### config.mk
export PLATFORM = sky130hd
export DESIGN_NAME = uart_rx
export DESIGN_NICKNAME = d
export VERILOG_FILES = /design/src/rtl/uart_pkg.sv /design/src/rtl/uart_sync2.sv /design/src/rtl/uart_rx.sv
export SDC_FILE = /design/constraint.sdc
export NUM_CORES = 1
export LEC_CHECK = 0
export ABC_AREA = 1
export CORE_ASPECT_RATIO = 0.8
export CORE_UTILIZATION = 46
export DETAILED_ROUTE_END_ITERATION = 8
export PLACE_DENSITY = 0.68
export SETUP_SLACK_MARGIN = 0.4
export SLEW_MARGIN = 30
export SYNTH_ARGS = -nofsm -noshare
export SYNTH_HDL_FRONTEND = slang
export SYNTH_SLANG_ARGS = --single-unit
### constraint.sdc
create_clock -name clk -period 1.3 [get_ports clk]
set_input_delay 0.39 -clock clk [delete_from_list [all_inputs] [get_ports clk]]
set_output_delay 0.39 -clock clk [all_outputs]
set_load 0.02 [all_outputs]
### src/rtl/uart_pkg.sv
// Shared UART definitions for uart_tx / uart_rx.
// Optional build macro used by the receiver: UART_RX_PARITY_EN.
package uart_pkg;

  typedef enum logic [2:0] {
    S_IDLE   = 3'd0,
    S_START  = 3'd1,
    S_DATAIN = 3'd2,
    S_PARITY = 3'd3,
    S_STOP   = 3'd4,
    S_CLEAN  = 3'd5
  } uart_state_e;

  localparam int UART_DATA_W         = 8;
  localparam int UART_CLKPERBAUD_DEF = 1250;

  // Even-parity bit for a data byte: 1 when the byte has an odd number of ones.
  function automatic logic even_parity(input logic [UART_DATA_W-1:0] data);
    return ^data;
  endfunction

endpackage

### src/rtl/uart_sync2.sv
// Generic two-flop synchronizer for a single asynchronous bit.
// Both flops take RESET_VAL under the synchronous active-high reset.
module uart_sync2 #(
  parameter logic RESET_VAL = 1'b1
) (
  input  logic clk,
  input  logic rst,
  input  logic d_i,
  output logic q_o
);

  logic meta_q;
  logic sync_q;

  always_ff @(posedge clk) begin
    if (rst) begin
      meta_q <= RESET_VAL;
      sync_q <= RESET_VAL;
    end else begin
      meta_q <= d_i;
      sync_q <= meta_q;
    end
  end

  assign q_o = sync_q;

endmodule

### src/rtl/uart_rx.sv
// UART receiver: 8N1 frames, or 8E1 when UART_RX_PARITY_EN is defined.
// Oversamples the synchronized line and delivers bytes through a valid/ack handshake.
module uart_rx
  import uart_pkg::*;
#(
  parameter int Clkperbaud = UART_CLKPERBAUD_DEF
) (
  input  logic                   clk,
  input  logic                   rst,
  input  logic                   rx_serial,
  output logic [UART_DATA_W-1:0] rx_byte,
  output logic                   rx_valid,
  input  logic                   rx_ack,
  output logic                   framing_err,
  output logic                   parity_err,
  output logic                   overrun_err
);

  localparam int CntW = $clog2(Clkperbaud);
  localparam int IdxW = $clog2(UART_DATA_W);
  localparam logic [CntW-1:0] HalfEnd = CntW'(Clkperbaud / 2 - 1);
  localparam logic [CntW-1:0] FullEnd = CntW'(Clkperbaud - 1);
  localparam logic [IdxW-1:0] LastIdx = IdxW'(UART_DATA_W - 1);

  uart_state_e            state_q;
  logic [CntW-1:0]        cnt_q;
  logic [IdxW-1:0]        bit_idx_q;
  logic [UART_DATA_W-1:0] shift_q;
  logic [UART_DATA_W-1:0] byte_q;
  logic                   valid_q;
  logic                   ferr_q;
  logic                   oerr_q;
  logic                   frame_bad_q;
  logic                   rx_sync;
  logic                   bit_end;
`ifdef UART_RX_PARITY_EN
  logic                   perr_q;
  logic                   par_flag_q;
`endif

  uart_sync2 #(.RESET_VAL(1'b1)) u_sync (
    .clk (clk),
    .rst (rst),
    .d_i (rx_serial),
    .q_o (rx_sync)
  );

  assign bit_end = (cnt_q == FullEnd);

  always_ff @(posedge clk) begin
    if (rst) begin
      state_q     <= S_IDLE;
      cnt_q       <= '0;
      bit_idx_q   <= '0;
      shift_q     <= '0;
      byte_q      <= '0;
      valid_q     <= 1'b0;
      ferr_q      <= 1'b0;
      oerr_q      <= 1'b0;
      frame_bad_q <= 1'b0;
`ifdef UART_RX_PARITY_EN
      perr_q      <= 1'b0;
      par_flag_q  <= 1'b0;
`endif
    end else begin
      ferr_q <= 1'b0;
      oerr_q <= 1'b0;
`ifdef UART_RX_PARITY_EN
      perr_q <= 1'b0;
`endif
      if (rx_ack && valid_q) begin
        valid_q <= 1'b0;
      end
      case (state_q)
        S_IDLE: begin
          cnt_q       <= '0;
          bit_idx_q   <= '0;
          frame_bad_q <= 1'b0;
`ifdef UART_RX_PARITY_EN
          par_flag_q  <= 1'b0;
`endif
          if (!rx_sync) state_q <= S_START;
        end
        S_START: begin
          if (cnt_q == HalfEnd) begin
            cnt_q   <= '0;
            state_q <= rx_sync ? S_IDLE : S_DATAIN;
          end else begin
            cnt_q <= cnt_q + CntW'(1);
          end
        end
        S_DATAIN: begin
          if (bit_end) begin
            cnt_q     <= '0;
            shift_q   <= {rx_sync, shift_q[UART_DATA_W-1:1]};
            bit_idx_q <= bit_idx_q + IdxW'(1);
            if (bit_idx_q == LastIdx) begin
`ifdef UART_RX_PARITY_EN
              state_q <= S_PARITY;
`else
              state_q <= S_STOP;
`endif
            end
          end else begin
            cnt_q <= cnt_q + CntW'(1);
          end
        end
`ifdef UART_RX_PARITY_EN
        S_PARITY: begin
          if (bit_end) begin
            cnt_q      <= '0;
            par_flag_q <= (rx_sync != even_parity(shift_q));
            state_q    <= S_STOP;
          end else begin
            cnt_q <= cnt_q + CntW'(1);
          end
        end
`endif
        S_STOP: begin
          if (bit_end) begin
            cnt_q       <= '0;
            frame_bad_q <= !rx_sync;
            state_q     <= S_CLEAN;
          end else begin
            cnt_q <= cnt_q + CntW'(1);
          end
        end
        S_CLEAN: begin
          if (!frame_bad_q) begin
            // A load in the same cycle as rx_ack wins over the clear above.
            byte_q  <= shift_q;
            valid_q <= 1'b1;
            oerr_q  <= valid_q && !rx_ack;
`ifdef UART_RX_PARITY_EN
            perr_q  <= par_flag_q;
`endif
            state_q <= S_IDLE;
          end else begin
            // Counter marks the first CLEAN cycle so the error pulses once during a break.
            ferr_q <= (cnt_q == '0);
            cnt_q  <= CntW'(1);
            if (rx_sync) begin
              cnt_q   <= '0;
              state_q <= S_IDLE;
            end
          end
        end
        default: state_q <= S_IDLE;
      endcase
    end
  end

  assign rx_byte     = byte_q;
  assign rx_valid    = valid_q;
  assign framing_err = ferr_q;
  assign overrun_err = oerr_q;
`ifdef UART_RX_PARITY_EN
  assign parity_err  = perr_q;
`else
  assign parity_err  = 1'b0;
`endif

endmodule

==> results of run 1 <==
-- report_power, final --
group	leakage (nW)	internal [mW]	switching, mW
Sequential	0.326	1.30	0.108
Clock	0.0452	0.379	0.452
Combinational	0.991	0.826	0.908
Total	1.36	2.51	1.47
-- final cells by class --
cell class,count,area [um^2]
clock buffers,6,72.6
repair buffers,71,661
repair inverters,1,11.3
multi-input cells,185,1260
fillers,265,857
well taps,55,68.8
inverters,38,169
clock inverters,2,13.8
flip-flops and latches,39,811
-- worst max-delay path, cell delays in order, from the launching register on --
cell and delay (ns):
dfxtp_2 0.36, nor2_4 0.20, nand2_2 0.09, buf_4 0.14, buf_6 0.11, inv_4 0.05, nand3_4 0.09, nand3_4 0.10
o211ai_1 0.13, nand2_1 0.08, inv_1 0.03
-- final timing paths --
check / from / end / slack, ns / cells past startpoint
worst max register to register: cnt_q[2] / cnt_q[1] / -0.18 / 10
worst max-delay path: cnt_q[2] / cnt_q[1] / -0.18 / 10
worst min-delay path: u_sync.meta_q / u_sync.q_o / 0.43 / 1
worst min register to register: u_sync.meta_q / u_sync.q_o / 0.43 / 1
-- metal layers --
metal / track usage, % / routed length, um / vias up
li1: - / - / 1006
met1: 39.5 / 2700 / 941
met2: 38.5 / 2580 / 60
met3: 5.32 / 299 / 10
met4: 7.01 / 99 / 0
met5: 0 / 0 / -
-- per-stage QoR --
stage	hold slack (ns)	worst slack (ns)	setup TNS (ns)	power (mW)	util (%)
floorplan	0.389	0.00136	0	2.10	-
global placement	0.395	-0.236	-5.44	2.58	65.3
detailed placement	0.410	-0.248	-5.85	2.60	65.3
CTS	0.430	-0.161	-3.05	3.73	73.6
global route	0.459	-0.222	-4.80	4.17	78.2
finish	0.430	-0.177	-3.12	3.98	78.2
-- registers in the layout, indices dropped and copies added (netlist names) --
signal / cells
overrun_err: 1
u_sync.meta_q: 1
rx_byte: 8
bit_idx_q: 3
frame_bad_q: 1
framing_err: 1
u_sync.q_o: 1
cnt_q: 11
shift_q: 8
rx_valid: 1
state_q: 3
-- layout by cell type, fill, tap and decap left out, drive strengths merged, types with 2 or more instances in the layout --
cell type	netlist	final
dfxtp	39	39
nor4	2	2
clkdlybuf4s50	0	2
nand3	17	17
buf	4	67
clkinv	0	2
nor3	2	2
or2	2	2
nor2	33	33
o211ai	2	2
nand2	62	62
a21oi	21	21
nand4	4	4
clkbuf	1	7
o21ai	30	30
ha	5	5
nand3b	2	2
inv	38	38
-- repair_timing --
action,CTS,global route
resized for setup,118,34
pin swaps,24,27
setup endpoints to repair,50,48
gates cloned,2,1
setup buffers,6,7
-- kinds of logic after synthesis --
logic type      after synthesis  synth area share [%]
xor+xnor                      1                 0.448
compound gates               54                  14.9
buf+inv                      43                  9.78
flops                        39                  39.9
other cells                   1                 0.192
fa+ha+maj                     5                  3.20
simple gates                124                  31.6
==> impl_metrics.toml, run 1 <==
[cts]
postCtsHoldBufs = 0
cts_tree = "done"
cts-root-buf = "clkbuf_8"
h-tree-depth = 2
clockBufferDepth = 2
cts.sinks = 39
cts_made_buffers = 5
cts.reportedPaths.clkPinSlew_ns = 0.09
clk_latency_ns = 0.29

[setup_path]
crit_arrival_ns = 1.68
path_class = "flip-flop to flip-flop"
worstPathRequired_ns = 1.50
start_kind = "flip-flop"
crit_path_end_kind = "flip-flop"
cp_max_fo = 4

[logic_synthesis]
synthCells = 267
yosys-top-cells-count = "nand2_1, dfxtp_1, inv_1"
synth_top_cells_by_area = "dfxtp_1, nand2_1, o21ai_0, inv_1, a21oi_1"
yosys_warnings = 0
synth_top_area_share_pct = 39.9
yosysUniqueCellTypes = 35
synth_seq_area_share_pct = 39.9
ys.flop_type = "dfxtp_1"
async_reset_ff_share_pct = 0
ys_seq_elements = 39
synth_top_area_cell = "dfxtp_1"
synth_nets = 276
yosysMostFrequentCell = "nand2_1"
syn_area_um2 = 1960
synth_edf_count = 0
syn_area_per_cell_um2 = 7.33

[route]
avgViaCountPerCell = 5.08
wl_per_cell_um = 14.3
dr.pass1.iters = 4
drtIter0Drc = 252
num_vias = 2017
ant_nets = 0
finalWirelength_mm = 5.68
drc = 0

[sta]
rsz0062_at_grt = "true"
min_period_over_period_pct = 114
finClkSkew_ns = 0.0102
hold_viol = 0
drv_slew = 0
final.min_clock_period_ns = 1.48
setup_viol = 26
worst_slack_ns = -0.177
clock.fmax_mhz = 677

[cells_and_area]
area_growth_pct = 57.0
drive_gt1_share_pct = 51.8
antenna_cells = 0
fin_area_um2 = 3070
nNetsFinal = 350
instances_no_fill = 397

[outcome]
violations = "setup timing"
status = "complete, but fails checks"

[global_routing]
grt_overflow_total = 0
antenna_found_initial = 0
grt_pass1_vias = 1821
grt_usage_pct = 26.4
grt_max_degree = 16
grt_pass1_wl_mm = 8.85

[floorplan]
num_rows = 20
core_region_area_um2 = 3930
start_util_pct = 49.8
die_h_um = 60.3
io_pins = 16
die_area_um2 = 4520
die-width_um = 74.9

[pwr]
p_per_area_nw_per_um2 = 1290
ir_drop_v = 0.000934
cellLeakagePower_nw = 1.36

[place]
dpl.cell_count = 373
hpwl_mm = 3.50
portBuffers = 14
place_congestion = 0.812
placed_cell_area_um2 = 2560

[worst_hold_path]
hold_class = "flip-flop to flip-flop"

[job]
cap_violations = 0
No activity file was read; power rests on OpenSTA's default activity.
==> run 2: changes to the inputs <==
--- a/config.mk
+++ b/config.mk
@@ -7,9 +7,9 @@
 export LEC_CHECK = 0
 export ABC_AREA = 1
 export CORE_ASPECT_RATIO = 0.8
-export CORE_UTILIZATION = 46
+export CORE_UTILIZATION = 51
 export DETAILED_ROUTE_END_ITERATION = 8
-export PLACE_DENSITY = 0.68
+export PLACE_DENSITY = 0.71
 export SETUP_SLACK_MARGIN = 0.4
 export SLEW_MARGIN = 30
 export SYNTH_ARGS = -nofsm -noshare
==> run 2 against run 1 <==
Sequential share of layout area is 1.0 points lower. Non-clock buffer count shrank 2. Die area fell by 9.5%. Worst hold slack worse by 0.0030 ns. The flow still finishes with violations (setup timing). Clock skew rose by 0.0029 ns. Highest routed layer unchanged. Register-to-register slack got worse by 0.37 ns.
==> impl_metrics.toml, run 2 (synthesis results as in run 1) <==
[outcome]
status = "complete, but fails checks"
violations = "setup timing"

[place]
portBuffers = 14
dpl.cell_count = 352
place_congestion = 0.885
hpwl_mm = 3.36

[sta]
setup_viol = 32
drv_slew = 0
hold_ws_ns = 0.427
finClkSkew_ns = 0.0131
final.min_clock_period_ns = 1.85
hold_viol = 0
worst_slack_ns = -0.551
min_period_over_period_pct = 142
clock.fmax_mhz = 540
rsz0062_at_grt = "true"

[pwr]
pwr-share-clk_pct = 23.3
internal_power_mw = 2.67
swShare_pct = 40.9
power.share.combinational_pct = 44.2
power_mw = 4.52
ir_drop_v = 0.00110
switchingPower_mw = 1.85
p_per_area_nw_per_um2 = 1400
seq_power_share_pct = 32.5
cellLeakagePower_nw = 1.37

[route]
dr.pass1.iters = 5
finalWirelength_mm = 9.20
drc = 0
ant_nets = 0
drtIter0Drc = 393
num_vias = 2496
wl_per_cell_um = 23.9
avgViaCountPerCell = 6.50

[global_routing]
antenna_found_initial = 0
grt_overflow_total = 0
grt_pass1_vias = 1983
grt_usage_pct = 31.7
grt_pass1_wl_mm = 9.78
grt_max_degree = 15

[cts]
cts-root-buf = "clkbuf_8"
clockBufferDepth = 2
cts_made_buffers = 5
clk_latency_ns = 0.32
cts.sinks = 39
cts_tree = "done"
cts.reportedPaths.clkPinSlew_ns = 0.10
postCtsHoldBufs = 0
h-tree-depth = 2

[cells_and_area]
area_growth_pct = 64.5
nNetsFinal = 350
largest_register_ffs = 11
antenna_cells = 0
final_common_cell = "nand2_1"
final_cell_mix = "nand2_1, buf_4, inv_1, nor2_1"
instances_no_fill = 384
drive_gt1_share_pct = 55.8
regMostFlops = "cnt_q"

[floorplan]
core_region_area_um2 = 3540
die-width_um = 71.3
io_pins = 16
start_util_pct = 55.2
num_rows = 19
die_area_um2 = 4090
die_h_um = 57.4

[setup_path]
r2r_slack_ns = -0.55
cp_max_fo = 6
path_class = "flip-flop to flip-flop"
crit_path_end_kind = "flip-flop"
start_kind = "flip-flop"
crit_buf_inv = 3
crit_arrival_ns = 2.06
worst-path-stages = 9
critical_path.cell_chain = "inv_2 -> nand2_1 -> nor2_1 -> nand3b_1 -> buf_4 -> nand3_2 -> o211ai_1 -> nand2_1 -> inv_1"
ff2ff_path_depth = 9
cpPeakStageDelay_ns = 0.37
cp_top_family = "simple AND/OR/NAND/NOR gates"
crit_top_cell = "nand2_1"
cp_slowest_cell = "dfxtp_1"
worstPathRequired_ns = 1.51

[worst_hold_path]
worstHoldPathCells = 1
hold_class = "flip-flop to flip-flop"

[job]
cap_violations = 0
run 2: changes by cell type in the layout (fill, tap and decap cells not counted), sizes merged:
cell / previous run / this run
bufbuf: 0 / 1
clkinvlp: 1 / 2
clkinv: 2 / 3
buf: 67 / 65
clkdlybuf4s15: 1 / 0
run 2: worst reg2reg max path, stage by stage (launching register included):
cell and delay [ns]:
dfxtp_1 0.37, inv_2 0.20, nand2_1 0.11, nor2_1 0.10, nand3b_1 0.27, buf_4 0.25
nand3_2 0.07, o211ai_1 0.15, nand2_1 0.17, inv_1 0.06
run 2: stage by stage:
step           setup TNS (ns)  util [%]  area (um^2)  setup WS, ns
6_report                -8.40      90.9         3220        -0.551
5_1_grt                 -9.11      90.9         3220        -0.556
4_1_cts                 -2.25      80.7         2860        -0.131
3_5_place_dp            -5.94      70.3         2490        -0.221
3_3_place_gp            -5.76      70.3         2490        -0.208
2_1_floorplan               0         -         2080       0.00136
run 2: timing repair:
item	in CTS	in global routing
cloned	3	2
setup buffers	8	11
endpoints found under the hold margin	0	0
setup endpoints to repair	50	49
pin swaps	14	36
resized for setup	112	77
run 2: power by group through the flow:
stage / clock, mW / combinational (mW) / sequential (mW)
floorplan: 0 / 0.663 / 1.44
global placement: 0 / 1.18 / 1.40
detailed placement: 0 / 1.19 / 1.41
CTS: 0.975 / 1.39 / 1.41
global route: 1.10 / 2.07 / 1.46
finish: 1.05 / 2.00 / 1.47
run 2: worst paths after layout:
check,startpoint,endpoint
setup reg to reg,cnt_q[4],cnt_q[1]
setup / recovery,cnt_q[4],cnt_q[1]
hold / removal,u_sync.meta_q,u_sync.q_o
hold reg to reg,u_sync.meta_q,u_sync.q_o
run 2: layer usage:
| layer | track usage, % | vias up | wire [um] |
|---|---|---|---|
| li1 | - | 1014 | - |
| met1 | 43.4 | 1131 | 3280 |
| met2 | 47.2 | 255 | 3880 |
| met3 | 9.19 | 96 | 1270 |
| met4 | 12.9 | 0 | 771 |
| met5 | 0 | - | 0 |
run 2: area by class of cell:
type                       instances  area (um^2)
timing repair inverter             3         41.3
inverter                          38          176
timing repair buffer              69          683
clock buffer                       6         93.8
clock inverter                     2         16.3
sequential                        39          817
tap                               42         52.6
fill                             139          324
multi-input combinational        185         1340
